## src/rtl/pipe_pkg.sv

```systemverilog
// Shared definitions for the inter-stage pipeline buffers of the MIPS core.
//   - state encoding of the 2-entry skid buffer (EMPTY / HALF / FULL)
//   - default payload geometry (WIDTH bits x NCH channels)
//   - channel indices into the flattened payload bus
//   - st_decode(): maps any state word to a legal state (illegal -> EMPTY)
package pipe_pkg;

    localparam logic [1:0] ST_EMPTY = 2'd0;
    localparam logic [1:0] ST_HALF  = 2'd1;
    localparam logic [1:0] ST_FULL  = 2'd2;

    localparam int PIPE_WIDTH = 32;
    localparam int PIPE_NCH   = 6;

    // Channel k occupies bits [k*WIDTH +: WIDTH] of the flattened bus.
    localparam int CH_INSTR = 0;
    localparam int CH_PC    = 1;
    localparam int CH_RD1   = 2;
    localparam int CH_RD2   = 3;
    localparam int CH_IMM   = 4;
    localparam int CH_LUI   = 5;

    // The unused encoding 2'd3 is treated as EMPTY so the buffer recovers
    // on its own within one cycle.
    function automatic logic [1:0] st_decode(input logic [1:0] st);
        case (st)
            ST_HALF: return ST_HALF;
            ST_FULL: return ST_FULL;
            default: return ST_EMPTY;
        endcase
    endfunction

endpackage

```

## src/rtl/pipe_sat_counter.sv

```systemverilog
// Saturating up-counter used for the pipeline performance counters.
// Ports:
//   clk    rising-edge clock
//   reset  synchronous active-low clear
//   inc    count this cycle (ignored once the counter is at all-ones)
//   cnt    current count
module pipe_sat_counter #(
    parameter int CNT_W = 32
) (
    input  logic             clk,
    input  logic             reset,
    input  logic             inc,
    output logic [CNT_W-1:0] cnt
);

    localparam logic [CNT_W-1:0] ONE = {{(CNT_W-1){1'b0}}, 1'b1};

    always_ff @(posedge clk) begin
        if (!reset)
            cnt <= '0;
        else if (inc && (cnt != '1))
            cnt <= cnt + ONE;
    end

endmodule

```

## src/rtl/pipe_stage_buf.sv

```systemverilog
// Inter-stage pipeline register (F/D, D/E, E/M, M/W) with valid/ready
// handshake, 2-entry skid buffer and flush-to-bubble.
//
// Optional feature macro: PIPE_PERF_EN (adds stall_cnt / flush_cnt).
//
// Ports:
//   clk        rising-edge clock
//   reset      synchronous active-low reset
//   flush      kill held beats, next cycle is a bubble
//   in_valid   upstream payload valid
//   in_ready   buffer can accept (registered state + reset only)
//   in_data    upstream payload, NCH channels of WIDTH bits
//   out_valid  out_data valid (registered state only)
//   out_ready  downstream consumes (0 = hazard stall)
//   out_data   payload to next stage, all-zero when out_valid==0
//   stall_cnt  [PIPE_PERF_EN] saturating count of out_valid & !out_ready
//   flush_cnt  [PIPE_PERF_EN] saturating count of flush cycles
module pipe_stage_buf
    import pipe_pkg::*;
#(
    parameter int WIDTH = PIPE_WIDTH,
    parameter int NCH   = PIPE_NCH,
    parameter int CNT_W = 32
) (
    input  logic                 clk,
    input  logic                 reset,
    input  logic                 flush,
    input  logic                 in_valid,
    output logic                 in_ready,
    input  logic [NCH*WIDTH-1:0] in_data,
    output logic                 out_valid,
    input  logic                 out_ready,
`ifdef PIPE_PERF_EN
    output logic [NCH*WIDTH-1:0] out_data,
    output logic [CNT_W-1:0]     stall_cnt,
    output logic [CNT_W-1:0]     flush_cnt
`else
    output logic [NCH*WIDTH-1:0] out_data
`endif
);

    logic [1:0]                 state_q, st_cur, st_nxt;
    logic [NCH-1:0][WIDTH-1:0]  main_q, main_nxt;
    logic [NCH-1:0][WIDTH-1:0]  skid_q, skid_nxt;
    logic                       in_fire, out_fire;

    assign st_cur    = st_decode(state_q);

    // Handshake outputs come from registered state only; the skid entry is
    // what lets in_ready ignore out_ready without losing throughput.
    assign out_valid = (st_cur != ST_EMPTY);
    assign in_ready  = reset && (st_cur != ST_FULL);
    assign in_fire   = in_valid && in_ready;
    assign out_fire  = out_valid && out_ready;

    // main is already zero whenever the buffer drains normally; the gate
    // also covers recovery from an illegal state word.
    assign out_data  = out_valid ? main_q : '0;

    always_comb begin
        st_nxt   = st_cur;
        main_nxt = main_q;
        skid_nxt = skid_q;
        if (flush) begin
            // A same-cycle out_fire beat was consumed downstream; a
            // same-cycle in_fire beat is dropped.
            st_nxt   = ST_EMPTY;
            main_nxt = '0;
            skid_nxt = '0;
        end else begin
            case (st_cur)
                ST_HALF: begin
                    if (in_fire && out_fire) begin
                        main_nxt = in_data;
                    end else if (in_fire) begin
                        st_nxt   = ST_FULL;
                        skid_nxt = in_data;
                    end else if (out_fire) begin
                        st_nxt   = ST_EMPTY;
                        main_nxt = '0;
                    end
                end
                ST_FULL: begin
                    if (out_fire) begin
                        st_nxt   = ST_HALF;
                        main_nxt = skid_q;
                        skid_nxt = '0;
                    end
                end
                default: begin
                    if (in_fire) begin
                        st_nxt   = ST_HALF;
                        main_nxt = in_data;
                    end
                end
            endcase
        end
    end

    always_ff @(posedge clk) begin
        if (!reset) begin
            state_q <= ST_EMPTY;
            main_q  <= '0;
            skid_q  <= '0;
        end else begin
            state_q <= st_nxt;
            main_q  <= main_nxt;
            skid_q  <= skid_nxt;
        end
    end

`ifdef PIPE_PERF_EN
    pipe_sat_counter #(.CNT_W(CNT_W)) u_stall_cnt (
        .clk   (clk),
        .reset (reset),
        .inc   (out_valid && !out_ready),
        .cnt   (stall_cnt)
    );

    pipe_sat_counter #(.CNT_W(CNT_W)) u_flush_cnt (
        .clk   (clk),
        .reset (reset),
        .inc   (flush),
        .cnt   (flush_cnt)
    );
`endif

endmodule
```

## config.mk

```make
export PLATFORM = sky130hd
export DESIGN_NAME = pipe_stage_buf
export DESIGN_NICKNAME = d
export VERILOG_FILES = /design/src/rtl/pipe_pkg.sv /design/src/rtl/pipe_sat_counter.sv /design/src/rtl/pipe_stage_buf.sv
export SDC_FILE = /design/constraint.sdc
export NUM_CORES = 1
export LEC_CHECK = 0
export ABC_AREA = 1
export CORE_ASPECT_RATIO = 0.75
export CORE_MARGIN = 4
export CORE_UTILIZATION = 34
export DETAILED_ROUTE_END_ITERATION = 12
export MAX_ROUTING_LAYER = met4
export PLACE_DENSITY = 0.63
export SYNTH_ARGS = -nofsm -noshare
export SYNTH_HDL_FRONTEND = slang
export SYNTH_SLANG_ARGS = --single-unit
```

## constraint.sdc

```tcl
create_clock -name clk -period 5.27 [get_ports clk]
set_clock_uncertainty 0.05 [all_clocks]
set_input_delay 1.581 -clock clk [delete_from_list [all_inputs] [get_ports clk]]
set_output_delay 1.581 -clock clk [all_outputs]
set_load 0.05 [all_outputs]
```

; Yosys cells after proc, flatten, opt, wreduce, memory -nomap -nowiden
; Index checks and enable logic that the tools add are counted.
[word_totals]
register_bits = 386
input_bits = 197
wordCells = 50
[classes]
eq_ne = 10
mux = 16
bitwise_logic = 1
reduce_logical = 10
[ops]
columns = cell, count
row1 = $mux 192, 7
row2 = $pmux 192 s2, 2
row3 = $mux 2, 5
row4 = $ne 2x2->1 const B, 4
row5 = $pmux 2 s2, 2
row6 = $reduce_and 4->1, 2
row7 = $ne 3x3->1 const B, 2
row8 = $eq 2x1->1 const B, 2
row9 = $eq 2x2->1 const B, 2
row10 = $logic_and 1x1->1, 4
row11 = $reduce_bool 2->1, 2
row12 = $reduce_bool 3->1, 1
row13 = $reduce_or 2->1, 1
row14 = $not 1->1, 1

; Depth between registers and ports, before layout
[depth]
ltp_word = 8
depth_mapped = 12
mapped_depth_nobuf = 9

; Worst setup path before layout
; Ideal clock, no wire load.
[synth_timing]
path_kind = input -> output
startpoint = input port reset
endpoint = output port in_ready
arrival_ps = 2093
slack_ps = 1546
cell_stages = 2
cell_sequence = inv_1 nor2_2
[synth_via]
elab_chain_len = 1
[synth_rtl]
columns = item, line
row1 = "start, declared", pipe_stage_buf.sv:26  ; input logic reset,
row2 = $logic_and 1x1->1, pipe_stage_buf.sv:52  ; assign in_ready = reset && (st_cur != ST_FULL);
row3 = "end, declared", pipe_stage_buf.sv:29  ; output logic in_ready,
; Every way passes these cells.

; Worst setup path after layout
; Ends and elaborated chain as after synthesis.

==> impl_metrics.py <==
metrics = {
    "worst_setup_path": {
        "cp_data_required_time_ns": 3.64,
        "worstRegToRegCells": 11,
        "rrSetupSlack_ns": 1.72,
        "crit_path_end_kind": "primary output",
        "critical-path-slowest-cell": "sky130_fd_sc_hd__clkdlybuf4s50_1",
        "timing_worst_setup_path_type": "in -> out",
        "critPathLaunch": "reset",
        "worst-endpoint-arrival_ns": 3.21,
        "worstPathCellList": "clkdlybuf4s50_1 -> inv_1 -> nor2_2 -> clkdlybuf4s50_1",
        "worstReg2RegEnd": "skid_q[138]",
        "critical_path_fanout_max": 2,
        "critical-path-max-stage-delay_ns": 0.82,
        "cp-start-kind": "input pin",
        "worst_r2r_startpoint": "state_q[0]",
        "cpMostUsedCell": "sky130_fd_sc_hd__clkdlybuf4s50_1",
        "crit_end": "in_ready",
    },
    "cts": {
        "cts_root_buf": "sky130_fd_sc_hd__clkbuf_16",
        "clk_latency_ns": 0.54,
        "ctsLongestPathBuffers": 3,
        "tritoncts.num_buffers": 43,
        "postCtsResizedCells": 0,
        "cts_hold_repair.buffers": 0,
        "worst_setup_hold_path_clk_slew_ns": 0.06,
        "postCtsSetupBuffers": 0,
        "ctsHtreeMaxLevel": 2,
        "clock_sinks": 386,
        "tritoncts": "done",
    },
    "floorplan": {
        "std_cell_rows": 73,
        "total_die_area_mm2": 0.0586,
        "die_height_um": 211,
        "start_util_pct": 34.7,
        "ioPinCount": 391,
        "die_width_um": 278,
        "core_area_mm2": 0.0536,
    },
    "layout": {
        "final_nets": 3217,
        "final_util_pct": 44.9,
        "layout.cells.most_common_list": "576 x sky130_fd_sc_hd__nor2_1, 574 x sky130_fd_sc_hd__nand2_1, 390 x sky130_fd_sc_hd__clkdlybuf4s50_1",
        "final_layout_size_suffix_gt1_share_pct": 7.78,
        "fill_cells": 5590,
        "mostFrequentLayoutCell": "sky130_fd_sc_hd__nor2_1",
        "layout-area-overhead-vs-synth_pct": 29.2,
        "layout.cell_area.non_filler_mm2": 0.0241,
    },
    "timing": {
        "setup_repair_after_global_routing_missed_its_margin": "no",
        "fmax_mhz": 207,
        "tightest_slew_ns": 1.06,
        "setup_tns_ns": 0,
        "finalCritPeriodShare_pct": 91.9,
        "setup_violations": 0,
        "count_of_endpoints_failing_hold_in_the_final_timing_report": 0,
        "timing_max_transition_violations_final": 0,
        "finalCriticalPeriod_ns": 4.84,
        "slew-limit-headroom_pct": 29.3,
        "finalHoldWorstSlack_ns": 0.410,
    },
    "logic_synthesis": {
        "synth_warnings": 0,
        "synth.yosys.seq_area_share_pct": 41.5,
        "post_synth_instance_area_mm2": 0.0186,
        "syn_area_per_cell_um2": 6.72,
        "postSynthRegisterBits": 386,
        "synth_nets": 2974,
        "synthesis.instances": 2773,
        "ys_types": 26,
    },
    "global_route": {
        "maximum_number_of_pins_on_one_net_before_global_route_repair": 193,
        "antenna_found_initial": 4,
        "first_pass_grt_wire_length_um": 96600,
        "grt_use_total_pct": 20.4,
        "gr-total-overflow": 0,
        "grt_pass1_vias": 17500,
    },
    "route": {
        "route.vias.total": 18400,
        "drtPass1Iterations": 5,
        "drt_wl_total_um": 60500,
        "post_route_drc": 0,
        "wl_met3_um": 4230,
        "via_per_inst": 4.90,
        "drt-initial-drc-count": 1574,
        "dr.max_layer_used": "met4",
        "post_drt_wl_per_cell_um": 16.1,
        "dr_wl_met2_um": 26200,
        "route.antenna.remaining_nets": 0,
        "wl_met1_um": 29100,
    },
    "power": {
        "p_leak_nw": 8.19,
        "worst_ir_drop_vdd_mv": 0.208,
        "pwr_density_cell_mw_per_mm2": 283,
    },
    "place": {
        "placement.io_buffers": 390,
        "dp_hpwl_um": 36100,
        "dpl_cell_area_mm2": 0.0226,
        "gp_congestion": 0.777,
    },
    "hold_path": {
        "hold_path.startpoint": "skid_q[123]",
        "min-delay-path-class": "reg -> reg",
    },
    "status": {
        "run_status": "finished clean",
    },
    "job": {
        "maxCapViolCount": 0,
    },
}
[area by class of cell]
type | count | area (µm²) | area share (%)
clock buffer | 63 | 1290 | 5.38
tap | 712 | 891 | 3.70
timing repair buffer | 432 | 4410 | 18.3
clock inverter | 12 | 126 | 0.525
sequential | 386 | 7730 | 32.1
inverter | 203 | 779 | 3.24
multi-input combinational | 1950 | 8830 | 36.7
antenna | 4 | 10.0 | 0.0416
[synthesized netlist by cell type]
cell                       number  area, µm²
sky130_fd_sc_hd__buf_2         80        400
sky130_fd_sc_hd__ha_1           4       50.1
sky130_fd_sc_hd__dfxtp_1      386       7730
sky130_fd_sc_hd__a21oi_2      100        876
sky130_fd_sc_hd__nand2_2       11       68.8
sky130_fd_sc_hd__o21ai_4        1       16.3
sky130_fd_sc_hd__clkbuf_4       3       22.5
sky130_fd_sc_hd__nor2_2         1       6.26
sky130_fd_sc_hd__buf_1         10       37.5
sky130_fd_sc_hd__a21oi_1      289       1450
sky130_fd_sc_hd__nand3_1      195        976
sky130_fd_sc_hd__nand3_4        1       17.5
sky130_fd_sc_hd__nand3_2        2       20.0
sky130_fd_sc_hd__o21ai_2        1       8.76
sky130_fd_sc_hd__buf_4         27        203
sky130_fd_sc_hd__nor2_4         2       22.5
sky130_fd_sc_hd__nand2_1      574       2150
sky130_fd_sc_hd__o21ai_0      193        966
sky130_fd_sc_hd__buf_12        10        200
sky130_fd_sc_hd__inv_1        197        739
sky130_fd_sc_hd__buf_6         10        113
sky130_fd_sc_hd__nor2_1       576       2160
sky130_fd_sc_hd__inv_2          5       18.8
sky130_fd_sc_hd__clkbuf_1      93        349
sky130_fd_sc_hd__buf_8          1       15.0
sky130_fd_sc_hd__inv_4          1       6.26
[worst min path at each step]
stage               cells past startpoint           to  slack, ns
floorplan                               2    skid_q[0]       0.39
global placement                        2  skid_q[109]       0.40
detailed placement                      2  skid_q[161]       0.40
CTS                                     2  skid_q[169]       0.41
global route                            2  skid_q[149]       0.42
finish                                  2  skid_q[123]       0.41
[logic make-up (layout without fill, tap and decap cells)]
| family | count (synthesis) | in the layout | share of synthesized area, % |
|---|---|---|---|
| AO/OA/AOI/OAI | 584 | 584 | 17.8 |
| adder cells (fa/ha/maj) | 4 | 4 | 0.269 |
| buffers and inverters | 437 | 710 | 11.3 |
| flip-flops | 386 | 386 | 41.5 |
| other | 0 | 4 | 0 |
| AND/OR/NAND/NOR | 1362 | 1362 | 29.1 |
[state kept, by name (all words and copies together) (netlist names)]
signal / flops
skid_q: 192
main_q: 192
state_q: 2
[report_power, final]
part           leakage [nW]  total [mW]  internal, mW  switching, mW
registers              3.12        3.00          2.98         0.0270
clock network         0.697        3.05          1.80           1.25
logic                  4.37       0.755         0.273          0.482
[worst max-delay path: cells and delay by family]
kind	cells	cell delay, ns
buf+inv	3	1.48
simple gates	1	0.14
[through the flow]
stage | setup slack (ns) | cells | power [mW]
3_3_place_gp | 0.479 | 3683 | 3.82
3_5_place_dp | 0.441 | 3683 | 3.82
5_1_grt | 0.388 | 3762 | 7.09
4_1_cts | 0.432 | 3758 | 6.89
2_1_floorplan | 1.55 | 2773 | 3.51
6_report | 0.429 | 3762 | 6.81
[per-layer routing]
| layer | track usage [%] | vias up |
|---|---|---|
| li1 | - | 9250 |
| met2 | 30.7 | 563 |
| met4 | 4.40 | 0 |
| met3 | 3.72 | 71 |
| met5 | - | - |
| met1 | 28.8 | 8542 |
No activity file was read; power rests on OpenSTA's default activity.
